==> config.mk <==
export PLATFORM = sky130hd
export DESIGN_NAME = mdu_sequencer
export DESIGN_NICKNAME = d
export VERILOG_FILES = /design/src/rtl/mdu_sequencer.sv
export SDC_FILE = /design/constraint.sdc
export NUM_CORES = 1
export LEC_CHECK = 0
export BUFFER_PORTS_ARGS = -buffer_cell sky130_fd_sc_hd__buf_2
export CORE_MARGIN = 8
export CORE_UTILIZATION = 40
export DETAILED_ROUTE_END_ITERATION = 8
export GPL_TIMING_DRIVEN = 0
export PLACE_DENSITY = 0.59
export SYNTH_ARGS = -nofsm -noshare
export SYNTH_HDL_FRONTEND = slang
export SYNTH_SLANG_ARGS = --single-unit
==> constraint.sdc <==
create_clock -name clk_i -period 3.36 [get_ports clk_i]
set_input_delay 0.336 -clock clk_i [delete_from_list [all_inputs] [get_ports clk_i]]
set_output_delay 0.336 -clock clk_i [all_outputs]
set_load 0.01 [all_outputs]
==> src/rtl/mdu_sequencer.sv <==
// Iterative multiply/divide unit owning HI/LO: radix-2 shift-add multiply and
// restoring shift-subtract divide, 32 iterations per op, with pipeline stall generation.
module mdu_sequencer #(
    parameter int WIDTH = 32,
    parameter int CNT_W = 5
) (
    input  logic             clk_i,
    input  logic             rst_i,
    input  logic             start_i,
    input  logic [1:0]       op_i,
    input  logic [WIDTH-1:0] src_a_i,
    input  logic [WIDTH-1:0] src_b_i,
    input  logic             hi_we_i,
    input  logic             lo_we_i,
    input  logic [WIDTH-1:0] wdata_i,
    input  logic             rd_hilo_i,
    input  logic             flush_i,
    output logic             busy_o,
    output logic             stall_o,
    output logic             done_o,
    output logic             div0_o,
    output logic [WIDTH-1:0] hi_o,
    output logic [WIDTH-1:0] lo_o
);

    typedef enum logic [1:0] {
        IDLE = 2'd0,
        RUN  = 2'd1,
        FIN  = 2'd2
    } state_t;

    state_t             state;
    logic [CNT_W-1:0]   cnt;
    logic [1:0]         op_r;
    logic               sa;
    logic               sb;
    logic [WIDTH-1:0]   wa;
    logic [WIDTH-1:0]   wb;
    logic [2*WIDTH-1:0] acc;
    logic [WIDTH-1:0]   rem;

    function automatic logic [WIDTH-1:0] neg_if(input logic c, input logic [WIDTH-1:0] v);
        return c ? (~v + 1'b1) : v;
    endfunction

    function automatic logic [2*WIDTH-1:0] neg_if_wide(input logic c, input logic [2*WIDTH-1:0] v);
        return c ? (~v + 1'b1) : v;
    endfunction

    function automatic logic [WIDTH-1:0] magnitude(input logic is_signed, input logic signed [WIDTH-1:0] v);
        return neg_if(is_signed & v[WIDTH-1], v);
    endfunction

    // Per-iteration datapath: multiply keeps the multiplier in acc's low half,
    // divide keeps the dividend there and shifts quotient bits in behind it.
    logic [WIDTH:0]       mul_sum;
    logic [WIDTH:0]       div_shift;
    logic [WIDTH:0]       div_diff;
    logic                 div_ge;
    logic [2*WIDTH-1:0]   acc_next;
    logic [WIDTH-1:0]     rem_next;
    logic                 is_div;
    logic                 neg_res;
    logic                 div_zero;

    always_comb begin
        is_div    = op_r[1];
        neg_res   = sa ^ sb;
        div_zero  = (wb == '0);
        mul_sum   = {1'b0, acc[2*WIDTH-1:WIDTH]} + (acc[0] ? {1'b0, wa} : '0);
        div_shift = {rem, acc[WIDTH-1]};
        div_diff  = div_shift - {1'b0, wb};
        div_ge    = (div_shift >= {1'b0, wb});
        acc_next  = '0;
        rem_next  = rem;
        if (is_div) begin
            acc_next = {acc[2*WIDTH-1:WIDTH], acc[WIDTH-2:0], div_ge};
            rem_next = div_ge ? div_diff[WIDTH-1:0] : div_shift[WIDTH-1:0];
        end else begin
            acc_next = {mul_sum, acc[WIDTH-1:1]};
        end
    end

    logic [2*WIDTH-1:0] prod_fix;
    logic [WIDTH-1:0]   quo_fix;
    logic [WIDTH-1:0]   rem_fix;
    logic [WIDTH-1:0]   a_orig;

    always_comb begin
        prod_fix = neg_if_wide(neg_res, acc);
        quo_fix  = neg_if(neg_res, acc[WIDTH-1:0]);
        rem_fix  = neg_if(sa, rem);
        a_orig   = neg_if(sa, wa);
    end

    assign busy_o  = (state != IDLE);
    assign stall_o = busy_o & (start_i | rd_hilo_i | hi_we_i | lo_we_i);

    always_ff @(posedge clk_i or negedge rst_i) begin
        if (!rst_i) begin
            state  <= IDLE;
            cnt    <= '0;
            op_r   <= '0;
            sa     <= 1'b0;
            sb     <= 1'b0;
            wa     <= '0;
            wb     <= '0;
            acc    <= '0;
            rem    <= '0;
            hi_o   <= '0;
            lo_o   <= '0;
            done_o <= 1'b0;
            div0_o <= 1'b0;
        end else begin
            done_o <= 1'b0;
            div0_o <= 1'b0;
            case (state)
                IDLE: begin
                    if (start_i && !flush_i) begin
                        state <= RUN;
                        cnt   <= '0;
                        op_r  <= op_i;
                        sa    <= ~op_i[0] & src_a_i[WIDTH-1];
                        sb    <= ~op_i[0] & src_b_i[WIDTH-1];
                        wa    <= magnitude(~op_i[0], src_a_i);
                        wb    <= magnitude(~op_i[0], src_b_i);
                        rem   <= '0;
                        // Multiply seeds the multiplier, divide seeds the dividend.
                        acc   <= {{WIDTH{1'b0}},
                                  op_i[1] ? magnitude(~op_i[0], src_a_i)
                                          : magnitude(~op_i[0], src_b_i)};
                    end else if (!start_i) begin
                        if (hi_we_i) hi_o <= wdata_i;
                        if (lo_we_i) lo_o <= wdata_i;
                    end
                end
                RUN: begin
                    if (flush_i) begin
                        state <= IDLE;
                    end else begin
                        acc <= acc_next;
                        rem <= rem_next;
                        cnt <= cnt + 1'b1;
                        if (cnt == {CNT_W{1'b1}}) state <= FIN;
                    end
                end
                FIN: begin
                    state <= IDLE;
                    if (!flush_i) begin
                        done_o <= 1'b1;
                        if (!is_div) begin
                            hi_o <= prod_fix[2*WIDTH-1:WIDTH];
                            lo_o <= prod_fix[WIDTH-1:0];
                        end else if (div_zero) begin
                            hi_o   <= a_orig;
                            lo_o   <= '1;
                            div0_o <= 1'b1;
                        end else begin
                            hi_o <= rem_fix;
                            lo_o <= quo_fix;
                        end
                    end
                end
                default: state <= IDLE;
            endcase
        end
    end

endmodule
==> Word-level counts from Yosys, hierarchy flattened <==
Index checks and enable logic that the tools add are counted.
{ "classes": {"n_addsub": 9, "magnitude_cmp": 1, "eq_ne": 13, "n_mux": 44, "bitwise_logic": 14, "n_reduce_logical": 14} }
{ "op_table": {"columns": ["cell", "count"], "rows": [
  ["2-to-1 mux 32 bit", 23],
  ["2-to-1 mux 64 bit", 4],
  ["case mux 32 bit (2 select lines)", 3],
  ["adder 32 x 1 -> 32 bit (second input constant)", 5],
  ["NOT 32 bit", 5],
  ["case mux 64 bit (2 select lines)", 1],
  ["adder 64 x 1 -> 64 bit (second input constant)", 1],
  ["NOT 64 bit", 1],
  ["adder 32 x 32 -> 33 bit", 1],
  ["greater-or-equal comparator 33 x 32 -> 1 bit", 1],
  ["logical NOT 32 bit", 1],
  ["subtractor 32 bit", 1],
  ["!= test 2 bit (second input constant)", 9],
  ["2-to-1 mux 5 bit", 2],
  ["case mux 5 bit (2 select lines)", 1],
  ["AND reduction 5 bit", 2],
  ["AND reduction 4 bit", 2],
  ["2-to-1 mux 1 bit", 6],
  ["2-to-1 mux 2 bit", 3],
  ["nonzero test 2 bit", 3],
  ["adder 5 x 1 -> 5 bit (second input constant)", 1],
  ["equality test 5 bit (second input constant)", 1],
  ["case mux 2 bit (2 select lines)", 1],
  ["AND reduction 2 bit", 2],
  ["other kinds (11)", 15]
]} }
{ "word_totals": {"ff_bits": 237} }

==> Longest topological paths before layout <==
Gate-level depths: netlist (run 1).
{ "logic_depth": {"ltp_word": 7, "depth_mapped": 15, "mapped_depth_nobuf": 14} }

==> Worst setup path after synthesis (run 1) <==
No wires, ideal clock.
{ "synth_timing": {"path_type": "flip-flop to flip-flop", "startpoint": "reg acc[31]", "endpoint": "reg rem[30]", "arrival_time_ns": 3.244, "required_time_ns": 3.291, "slack_ns": 0.047, "stages_incl_launch_ff": 15, "path_cell_list": "dfrtp_1 clkbuf_1 inv_1 ha_1 inv_1 fa_1 a211oi_1 o31ai_1 o2111ai_1 a211o_1 a211oi_1 o2111ai_1 a31o_2 or4_1 nand3_1"} }
{ "synth_via": {"elab_chain_len": 5, "elab_cells_between_ends": 6} }
{ "synth_rtl": {"columns": ["item", "line_no", "source"], "rows": [
  ["start: declaration", "39", "logic [2*WIDTH-1:0] acc;"],
  ["start signal: assignment", "129", "acc <= {{WIDTH{1'b0}},"],
  ["start signal: assignment", "141", "acc <= acc_next;"],
  ["subtractor 32 bit or greater-or-equal comparator 33 x 32 -> 1 bit (tied branches)", "72, 73", null],
  ["2-to-1 mux 32 bit (*)", "78", "rem_next = div_ge ? div_diff[WIDTH-1:0] : div_shift[WIDTH-1:0];"],
  ["2-to-1 mux 32 bit (*)", "76", "if (is_div) begin"],
  ["2-to-1 mux 32 bit (*)", "138", "if (flush_i) begin"],
  ["case mux 32 bit (2 select lines) (*)", "117", "case (state)"],
  ["end signal: assignment", "142", "rem <= rem_next;"],
  ["end: declaration", "40", "logic [WIDTH-1:0] rem;"]
]} }
Every way passes the cells marked *; elsewhere a longest branch is shown, timed or not. The select of a mux whose other input is x is not followed.
A chain may end at the register's enable or synchronous reset.

==> Worst setup path in the final report (run 1) <==
{ "layout_timing": {"startpoint": "reg wa[6]", "endpoint": "reg hi_o[31]"} }
{ "layout_via": {"elab_chain_len": 7} }
{ "layout_rtl": {"columns": ["item", "line_no", "source"], "rows": [
  ["start: declaration", "37", "logic [WIDTH-1:0] wa;"],
  ["start signal: assignment", "125", "wa <= magnitude(~op_i[0], src_a_i);"],
  ["NOT 32 bit", "43", "return c ? (~v + 1'b1) : v;"],
  ["adder 32 x 1 -> 32 bit", "43", null],
  ["2-to-1 mux 32 bit", "43", null],
  ["2-to-1 mux 32 bit", "154", "end else if (div_zero) begin"],
  ["2-to-1 mux 32 bit", "151", "if (!is_div) begin"],
  ["2-to-1 mux 32 bit", "149", "if (!flush_i) begin"],
  ["case mux 32 bit (2 select lines)", "117", null],
  ["end signal: assignment", "152", "hi_o <= prod_fix[2*WIDTH-1:WIDTH];"],
  ["end signal: assignment", "155", "hi_o <= a_orig;"],
  ["end signal: assignment", "159", "hi_o <= rem_fix;"],
  ["end: declaration", "22", "output logic [WIDTH-1:0] hi_o,"]
]} }
No other way between the ends. The select of a mux whose other input is x is not followed.

==> metrics.md, run 1 <==
| Metric | Value |
|---|---|
| Worst Setup End Kind | `flip-flop` |
| Number of top-level design ports | `173` |
| Chain of cells forming the critical path | `or4_4 -> o41ai_2 -> nand4_1 -> a21oi_1 -> xnor2_1 -> nand2_1 -> o21ai_0 -> a221oi_1 -> o21ai_0` |
| Most used standard cell by instance count after synthesis | `sky130_fd_sc_hd__nand2_1` |
| Detailed Place HPWL | `63,000 um` |
| Number of non-filler instances in the completed layout | `3,122` |
| TritonCTS clock tree | `yes` |
| Total count of hold-check failures in the final report | `0` |
| Fraction of post-synthesis cell area in the top cell type by area | `0.320` |
| Placeable core region | `0.0455 mm^2` |
| Library cells used by synthesis | `90` |
| Result of the run | `finished clean` |
| Post-detailed-route count of antenna-violating nets | `0` |
| Total power per unit cell area | `596 mW/mm^2` |
| Async set or reset register ratio after synthesis | `1.00` |
| Library cell used as clock root buffer | `sky130_fd_sc_hd__clkbuf_16` |
| Critical path required time | `3780 ps` |
| Post-Syn Nets | `2,461` |
| Post-route DRC violation count | `0` |
| Cell at the slowest stage of the critical path | `sky130_fd_sc_hd__o41ai_2` |
| Horizontal die dimension | `231 um` |
| Fraction of the cycle the final worst path needs | `0.990` |
| Via count normalized by instance count | `6.04` |
| Sequential-to-total area share from yosys stat | `0.320` |
| Cell count after synthesis | `2,283` |
| H-Tree Depth | `1` |
| Post-synth design cell area | `0.0185 mm^2` |
| Global-route wire length before repair | `115,000 um` |
| Most area-hungry cell type in the Yosys netlist | `sky130_fd_sc_hd__dfrtp_1` |
| Initial detailed-routing violation count | `1,681` |
| Setup slack on the worst flop-to-flop path | `30 ps` |
| Power, Total | `12.9 mW` |
| Die boundary height | `231 um` |
| Path class of the lowest-slack min-delay path | `primary input to flip-flop` |
| Starting density of the core | `0.406` |
| Peak clock frequency supported by timing | `0.301 GHz` |
| Clock buffer count from CTS | `28` |
| Total negative slack for setup checks | `0 ps` |
| Number of register bits inferred by synthesis | `236` |
| Leakage dissipation | `9.65 nW` |
| # Max-Cap Violations | `0` |
| Most frequently used flop master after synthesis | `sky130_fd_sc_hd__dfrtp_1` |
| Max-slew violation count | `0` |
| Cell with the most instances on the worst path | `sky130_fd_sc_hd__o21ai_0` |
| Number of vias in the routed layout | `18,859` |
| Mean area per synthesized cell | `8.10 um^2` |
| Clk pin slew, worst setup/hold paths | `60 ps` |
| Placed Instances | `3,057` |
| Clock Latency Late Sink | `570 ps` |
| Critical path type | `flip-flop to flip-flop` |
| Maximum net fanout on the critical path | `6` |
| Total GRT Usage | `0.278` |
| Number of input and output port buffers inserted | `172` |
| Transition at the pin with the smallest max-transition slack | `1280 ps` |
| Aggregate routed wire length | `77,200 um` |
| Antenna violations before repair | `1` |
| Top cells by count, synth | `sky130_fd_sc_hd__nand2_1, sky130_fd_sc_hd__o21ai_0, sky130_fd_sc_hd__dfrtp_1` |
| Worst clock skew | `15.8 ps` |
| Ranking of synthesized cells by area | `sky130_fd_sc_hd__dfrtp_1, sky130_fd_sc_hd__o21ai_0, sky130_fd_sc_hd__nand2_1` |
| Cells on Worst Hold Path | `2` |
| Average detailed-routed wire length per instance | `24.7 um` |
| Startpoint types | `flip-flop` |
| Post-synth EDFFs | `0` |
| Largest incremental delay on the critical path | `600 ps` |
| Vias in the first global route | `18,321` |
| Congestion Overflow GR | `0` |
| Site row count | `78` |
| Number of warnings issued by yosys | `0` |
| Final min period | `3330 ps` |
| GP Congestion | `1.01` |
| Final-report setup violation count | `0` |
| Layout overhead on the synthesized area | `17.5%` |
| Fraction of layout cells with a size suffix above 1 | `0.155` |
| Pin count of the biggest net entering global routing | `114` |
| Worst-case reg-to-reg path depth | `9` |
| Total die area | `0.0533 mm^2` |
| Sinks on Clock Net | `236` |
| Highest ir drop seen on vdd | `0.000418 V` |
| Data arrival time of the critical path | `3750 ps` |
| Final layout net count | `2,679` |
| Max Root-Sink Buffers | `3` |
| Worst hold margin | `53.0 ps` |
| Filler cells | `4,598` |
| Worst-case headroom to the max-slew limit | `0.138` |
| Drt first pass iters | `5` |
==> layer usage <==
metal,global-route usage,wire length [um]
met1,0.377,33300
met5,0,0
met4,0.0950,3110
met2,0.445,34700
met3,0.0484,6210
==> flip-flops by register name, indices dropped and copies added, names as in the netlist <==
name	flops
cnt	5
done_o	1
state	2
wa	32
lo_o	32
op_r	1
rem	32
sb	1
sa	1
div0_o	1
hi_o	32
acc	64
wb	32
==> worst max-delay path, delay by kind of cell, from the launching register on <==
family | cells | cell delay, ps
flip-flops | 1 | 450
AND/OR/NAND/NOR | 3 | 930
XOR/XNOR | 1 | 90
AO/OA/AOI/OAI | 5 | 1730
==> cells by family (layout without fill, tap and decap cells) <==
group / count (synthesis) / in the layout / share of synthesized area
xor gates and xnor gates: 235 / 235 / 0.111
buffers and inverters: 206 / 444 / 0.0433
AOI/OAI and AO/OA: 702 / 702 / 0.232
muxes: 79 / 79 / 0.0439
other: 0 / 1 / 0
DFF: 236 / 236 / 0.320
and+or+nand+nor: 752 / 752 / 0.200
adders and majority gates: 73 / 73 / 0.0502
==> final cells by class <==
cell class	instances	area [um^2]	area share
multi-input cells	1841	12200	0.562
clock inverters	12	149	0.00686
inverters	74	278	0.0128
flip-flops and latches	236	5920	0.273
diodes	1	2.50	0.000115
repair buffers	193	1080	0.0499
plain buffers	127	522	0.0240
well taps	600	751	0.0346
clock buffers	38	810	0.0373
==> cells in the final DEF, fill, tap and decap left out, drive strengths merged, types with 7 or more instances in the layout <==
master and instances:
xnor2 123, xor2 112, o221ai 9, buf 212, nand4 16, nor2 141, nand3 40, nor3b 8
ha 71, a21o 27, o211ai 19, o22ai 35, nor4 26, or3 29, or4 23, or2 13
and3 17, nand2b 28, and2 44, o41ai 22, mux2i 71, mux2 7, a211oi 14, nand2 291
a21oi 170, a32oi 7, clkinv 9, dfrtp 236, a221o 8, o21ai 273, inv 73, a22o 8
nor3 47, clkbuf 145, o31ai 35, nor2b 14, a31oi 22
==> what timing repair did <==
action / CTS / global route
gates cloned: 0 / 0
pin swaps: 4 / 22
endpoints found under the setup margin: 70 / 74
hold buffers: 1 / 0
buffers inserted: 10 / 8
resized for setup: 33 / 101
hold endpoints to repair: 47 / 0
==> per-stage QoR <==
step / utilization / setup WS (ps) / area, um^2
3_3_place_gp: 0.442 / -2430 / 20100
5_1_grt: 0.477 / -50.1 / 21700
2_1_floorplan: - / 47.0 / 18500
6_report: 0.477 / 34.1 / 21700
4_1_cts: 0.469 / 2.88 / 21300
3_5_place_dp: 0.443 / -956 / 20200
==> power breakdown <==
group	switching, mW	internal [mW]	leakage, nW
Sequential	0.960	3.42	2.96
Combinational	3.30	2.06	6.22
Clock	1.29	1.91	0.473
Total	5.55	7.39	9.65
==> final timing paths <==
kind,start,endpoint
worst max-delay path,wa[6],hi_o[31]
worst min-delay path,wdata_i[27],hi_o[27]
worst max register to register,wa[6],hi_o[31]
worst min register to register,lo_o[25],lo_o[25]
max in group asynchronous,rst_i,wa[8]
min in group asynchronous,rst_i,acc[45]
(Power assumes the default switching activity.)
==> run 2, diff against run 1 <==
Settings changed: CTS_CLUSTER_SIZE set to 28, PLACE_DENSITY 0.59 to not set.
==> run 2 against run 1 <==
Compared with the run above:
- die area is the same
- core utilization up 0.26 points
- critical path depth unchanged
- power is 2.5% higher
- flip-flop and latch count did not move
==> metrics.md, run 2 (synthesis gave the netlist of run 1 again) <==
| Metric | Value |
|---|---|
| Aggregate routed wire length | `77,900 um` |
| Area of the multi-input gates | `0.0122 mm^2` |
| Clock Latency Late Sink | `590 ps` |
| Filler cells | `4,516` |
| Peak clock frequency supported by timing | `0.301 GHz` |
| Max Root-Sink Buffers | `3` |
| Placeable core region | `0.0455 mm^2` |
| TritonCTS clock tree | `yes` |
| Worst clock skew | `13.1 ps` |
| Met2 track utilization from global routing | `0.443` |
| Leakage dissipation | `9.71 nW` |
| GP Congestion | `0.993` |
| Number of input and output port buffers inserted | `172` |
| Busiest grt layer | `met2` |
| Final layout net count | `2,687` |
| H-Tree Depth | `1` |
| Register name with the most flops | `acc` |
| Fraction of the cycle the final worst path needs | `0.988` |
| Drt first pass iters | `5` |
| Total die area | `0.0533 mm^2` |
| Commonest cells after routing, fill and taps aside | `sky130_fd_sc_hd__nand2_1, sky130_fd_sc_hd__o21ai_0, sky130_fd_sc_hd__dfrtp_1, sky130_fd_sc_hd__buf_2, sky130_fd_sc_hd__a21oi_1` |
| Flip-flop count of the largest register, all copies and words added | `64` |
| Clock buffer count from CTS | `29` |
| Fraction of layout cells with a size suffix above 1 | `0.152` |
| Most frequent standard cell in the layout excluding fill and tap cells | `sky130_fd_sc_hd__nand2_1` |
| Worst Setup End Kind | `flip-flop` |
| Vias in the first global route | `18,110` |
| Via count normalized by instance count | `6.06` |
| Site row count | `78` |
| Final min period | `3320 ps` |
| Worst hold margin | `26.5 ps` |
| Final-report setup violation count | `0` |
| Total count of hold-check failures in the final report | `0` |
| Clk pin slew, worst setup/hold paths | `60 ps` |
| GRT met3 Usage | `0.0466` |
| Total GRT Usage | `0.279` |
| Transition at the pin with the smallest max-transition slack | `1230 ps` |
| Final instance area | `0.0218 mm^2` |
| Layout overhead on the synthesized area | `18.1%` |
| Path class of the lowest-slack min-delay path | `primary input to flip-flop` |
| Critical path type | `flip-flop to flip-flop` |
| Critical path required time | `3870 ps` |
| Power, Total | `13.3 mW` |
| Starting density of the core | `0.406` |
| Sinks on Clock Net | `236` |
| Number of vias in the routed layout | `18,983` |
| Highest ir drop seen on vdd | `0.000415 V` |
| Footprint of the flip-flops and latches | `0.00592 mm^2` |
| Data arrival time of the critical path | `3830 ps` |
| Detailed Place HPWL | `62,500 um` |
| # Max-Cap Violations | `0` |
| Antenna violations before repair | `3` |
| Global routing met1 resource utilization | `0.384` |
| Post-route DRC violation count | `0` |
| Maximum net fanout on the critical path | `4` |
| Startpoint types | `flip-flop` |
| Initial detailed-routing violation count | `1,810` |
| Instance area at placement | `0.0202 mm^2` |
| Number of top-level design ports | `173` |
| Total power per unit cell area | `608 mW/mm^2` |
| Max-slew violation count | `0` |
| Congestion Overflow GR | `0` |
| Unrepaired setup endpoints after global routing | `yes` |
| Global-route wire length before repair | `116,000 um` |
| Post-detailed-route count of antenna-violating nets | `0` |
| Library cell used as clock root buffer | `sky130_fd_sc_hd__clkbuf_16` |
| Result of the run | `finished clean` |
| Average detailed-routed wire length per instance | `24.9 um` |
| Pin count of the biggest net entering global routing | `95` |
| Horizontal die dimension | `231 um` |
| Die boundary height | `231 um` |
| Worst-case headroom to the max-slew limit | `0.175` |
==> run 2: cell types whose count changed in the layout (fill, tap and decap cells not counted), sizes merged <==
cell         change
clkinv           +3
clkbuf           -8
inv              +4
clkinvlp         +2
buf              +2
dlygate4sd3      +5
bufinv           +3
==> run 2: path summary, 6_finish.rpt <==
| path | start | end | slack, ps | cells past startpoint |
|---|---|---|---|---|
| setup reg to reg | wa[6] | hi_o[30] | 40 | 9 |
| max in group asynchronous | rst_i | acc[8] | 2140 | 3 |
| hold / removal | wdata_i[1] | hi_o[1] | 30 | 3 |
| min in group asynchronous | rst_i | acc[56] | 280 | 2 |
| setup / recovery | wa[6] | hi_o[30] | 40 | 9 |
| hold reg to reg | lo_o[13] | lo_o[13] | 480 | 2 |
==> run 2: layer usage <==
layer,vias to the layer above,share of wire,routed length (um)
li1,8682,-,-
met3,165,0.083,6500
met1,9186,0.43,33800
met4,4,0.039,3070
met2,946,0.44,34500
met5,-,0.00030,23
==> run 2: power breakdown <==
group / internal (mW) / switching, mW / total, mW
clock network: 2.08 / 1.45 / 3.52
logic: 2.06 / 3.32 / 5.38
registers: 3.41 / 0.943 / 4.36
total: 7.55 / 5.71 / 13.3
==> run 2: what timing repair did <==
action | CTS | global route
hold buffers | 6 | 0
setup endpoints to repair | 81 | 66
pin swaps | 8 | 18
buffers inserted | 12 | 9
gates cloned | 0 | 0
hold endpoints to repair | 66 | 0
gates resized for setup | 41 | 66
==> run 2: layout make-up <==
cell class | count | share of cell area
multi-input cells | 1841 | 0.557
flip-flops and latches | 236 | 0.271
repair buffers | 201 | 0.0526
well taps | 600 | 0.0344
clock buffers | 30 | 0.0334
plain buffers | 126 | 0.0237
clock inverters | 24 | 0.0150
inverters | 74 | 0.0127
diodes | 1 | 0.000115
==> run 2: metrics by stage <==
step	setup TNS (ps)	utilization	worst slack [ps]	instances
after floorplan	0	-	47.0	2283
after global placement	-613250	0.442	-2460	3055
after detailed placement	-37670	0.443	-1140	3057
after CTS	0	0.473	0.658	3127
after global routing	-378	0.480	-128	3132
final	0	0.480	39.8	3133
==> run 2: critical path, cell delays in order (launching register included) <==
cell and delay (ps):
sky130_fd_sc_hd__dfrtp_1 460, sky130_fd_sc_hd__or4_4 600, sky130_fd_sc_hd__or4_4 530, sky130_fd_sc_hd__or4_4 540, sky130_fd_sc_hd__o21ai_1 290, sky130_fd_sc_hd__nand2_1 110
sky130_fd_sc_hd__xnor2_1 140, sky130_fd_sc_hd__a21oi_1 340, sky130_fd_sc_hd__a21oi_1 120, sky130_fd_sc_hd__o21ai_0 120
==> run 3, diff against run 2 <==
Settings changed: PLACE_DENSITY set to 0.68.
==> run 3 against run 2 <==
Compared with the run above:
- final area decreased by 1.0%
- maximum frequency increased by 0.50%
- die area unchanged
- wire length decreased by 1.5%
- clock skew increased by 14 ps
- worst hold slack improved by 1.1 ps
- critical path depth increased by 3
- via count increased by 0.40%
- critical endpoint is now rem[30]
==> metrics.md, run 3 (synthesis gave the netlist of run 1 again) <==
| Metric | Value |
|---|---|
| Max Root-Sink Buffers | `3` |
| Total count of hold-check failures in the final report | `0` |
| Maximum net fanout on the critical path | `3` |
| Sw Pwr | `5.58 mW` |
| Site row count | `78` |
| Final instance area | `0.0216 mm^2` |
| # Max-Cap Violations | `0` |
| Most frequent standard cell in the layout excluding fill and tap cells | `sky130_fd_sc_hd__nand2_1` |
| GRT met3 Usage | `0.0547` |
| Via count normalized by instance count | `6.12` |
| Result of the run | `finished clean` |
| Setup slack on the worst flop-to-flop path | `60 ps` |
| Clk pwr share | `0.240` |
| Instance area at placement | `0.0202 mm^2` |
| Library cell used as clock root buffer | `sky130_fd_sc_hd__clkbuf_16` |
| Number of vias in the routed layout | `19,059` |
| Max-slew violation count | `0` |
| Fraction of the cycle the final worst path needs | `0.983` |
| Final layout net count | `2,672` |
| Global-route wire length before repair | `114,000 um` |
| Area of the multi-input gates | `0.0122 mm^2` |
| Number of input and output port buffers inserted | `172` |
| Commonest cells after routing, fill and taps aside | `sky130_fd_sc_hd__nand2_1, sky130_fd_sc_hd__o21ai_0, sky130_fd_sc_hd__dfrtp_1, sky130_fd_sc_hd__buf_2, sky130_fd_sc_hd__a21oi_1` |
| Met2 track utilization from global routing | `0.421` |
| Register name with the most flops | `acc` |
| Post-detailed-route count of antenna-violating nets | `0` |
| Footprint of the flip-flops and latches | `0.00592 mm^2` |
| Worst-case headroom to the max-slew limit | `0.319` |
| Sw Ratio | `0.435` |
| Post-route DRC violation count | `0` |
| Number of top-level design ports | `173` |
| Total GRT Usage | `0.275` |
| Total die area | `0.0533 mm^2` |
| Pin count of the biggest net entering global routing | `100` |
| Leakage dissipation | `9.57 nW` |
| Startpoint types | `flip-flop` |
| Fraction of layout cells with a size suffix above 1 | `0.152` |
| Total power per unit cell area | `593 mW/mm^2` |
| Int Pwr | `7.24 mW` |
| Path class of the lowest-slack min-delay path | `primary input to flip-flop` |
| GP Congestion | `0.970` |
| Transition at the pin with the smallest max-transition slack | `1020 ps` |
| Sinks on Clock Net | `236` |
| Drt first pass iters | `6` |
| H-Tree Depth | `1` |
| Filler cells | `4,535` |
| Layout overhead on the synthesized area | `16.9%` |
| Initial detailed-routing violation count | `1,986` |
| Busiest grt layer | `met2` |
| Flip-flop count of the largest register, all copies and words added | `64` |
| Critical path required time | `3860 ps` |
| Starting density of the core | `0.406` |
| Vias in the first global route | `18,063` |
| Final-report setup violation count | `0` |
| Aggregate routed wire length | `76,800 um` |
| Clk pin slew, worst setup/hold paths | `70 ps` |
| Clock buffer count from CTS | `27` |
| Final min period | `3300 ps` |
| Detailed Place HPWL | `61,800 um` |
| Highest ir drop seen on vdd | `0.000466 V` |
| Critical path type | `flip-flop to flip-flop` |
| Antenna violations before repair | `2` |
| Die boundary height | `231 um` |
| Final Util | `0.475` |
| Register share of total power | `0.343` |
| Placeable core region | `0.0455 mm^2` |
| Congestion Overflow GR | `0` |
| Worst clock skew | `26.9 ps` |
| Worst Setup End Kind | `flip-flop` |
| TritonCTS clock tree | `yes` |
| Data arrival time of the critical path | `3800 ps` |
| Peak clock frequency supported by timing | `0.303 GHz` |
| Average detailed-routed wire length per instance | `24.6 um` |
| Global routing met1 resource utilization | `0.375` |
| Proportion of power drawn by combinational gates | `0.418` |
| Clock Latency Late Sink | `570 ps` |
| Horizontal die dimension | `231 um` |
run 3: changes by cell type in the layout (fill, tap and decap cells not counted), sizes merged:
cell,before,now
buf,214,208
bufinv,6,3
clkinv,12,9
inv,77,75
dlygate4sd3,6,1
diode,1,2
clkbuf,137,138
clkinvlp,3,2
run 3: critical path, stage by stage, from the launching register on:
cell	delay [ps]
sky130_fd_sc_hd__dfrtp_2	450
sky130_fd_sc_hd__ha_2	220
sky130_fd_sc_hd__inv_2	60
sky130_fd_sc_hd__fa_2	230
sky130_fd_sc_hd__a211oi_2	90
sky130_fd_sc_hd__o31ai_4	330
sky130_fd_sc_hd__o2111ai_2	200
sky130_fd_sc_hd__a211o_1	410
sky130_fd_sc_hd__a211oi_2	320
sky130_fd_sc_hd__o2111ai_2	180
sky130_fd_sc_hd__a31o_2	250
sky130_fd_sc_hd__or4_4	400
sky130_fd_sc_hd__nand3_1	100
run 3: area by class of cell:
type,instances,area share
timing repair buffer,190,0.0485
clock inverter,15,0.00770
antenna,2,0.000232
sequential,236,0.274
multi-input combinational,1841,0.565
tap,600,0.0347
buffer,124,0.0235
inverter,74,0.0129
clock buffer,33,0.0337
run 3: metal layers:
| metal | wire length (um) | up-vias | share of wire |
|---|---|---|---|
| met1 | 32800 | 9286 | 0.43 |
| met2 | 33200 | 958 | 0.43 |
| met5 | 0 | - | 0 |
| li1 | - | 8641 | - |
| met4 | 3760 | 0 | 0.049 |
| met3 | 7000 | 174 | 0.091 |
run 3: what timing repair did:
item | CTS | global route
endpoints found under the setup margin | 72 | 75
gates resized for setup | 40 | 85
hold buffers | 1 | 0
pin swaps | 8 | 16
setup buffers | 8 | 7
hold endpoints to repair | 62 | 0
run 3: power groups by stage:
stage          Clock (mW)  Combinational, mW  Sequential [mW]
2_1_floorplan           0               3.46             4.02
3_3_place_gp            0               4.97             4.33
3_5_place_dp            0               5.04             4.35
4_1_cts              3.08               5.11             4.32
5_1_grt              3.18               5.82             4.44
6_report             3.07               5.35             4.40
run 3: through the flow:
step	setup TNS (ps)	total power, mW	instances	worst slack, ps	hold WS, ps
after floorplan	0	7.48	2283	47.0	40.4
after global placement	-571900	9.29	3055	-2310	461
after detailed placement	-38800	9.39	3057	-968	306
after CTS	0	12.5	3111	3.57	29.0
after global routing	-150	13.4	3113	-29.7	50.3
final	0	12.8	3115	56.1	27.6
run 3: final timing paths:
kind / from / end / depth (start not counted)
setup / recovery: wb[0] / rem[30] / 12
hold / removal: wdata_i[10] / hi_o[10] / 3
setup reg to reg: wb[0] / rem[30] / 12
hold reg to reg: lo_o[29] / lo_o[29] / 2
max in group asynchronous: rst_i / wa[6] / 3
min in group asynchronous: rst_i / acc[55] / 2
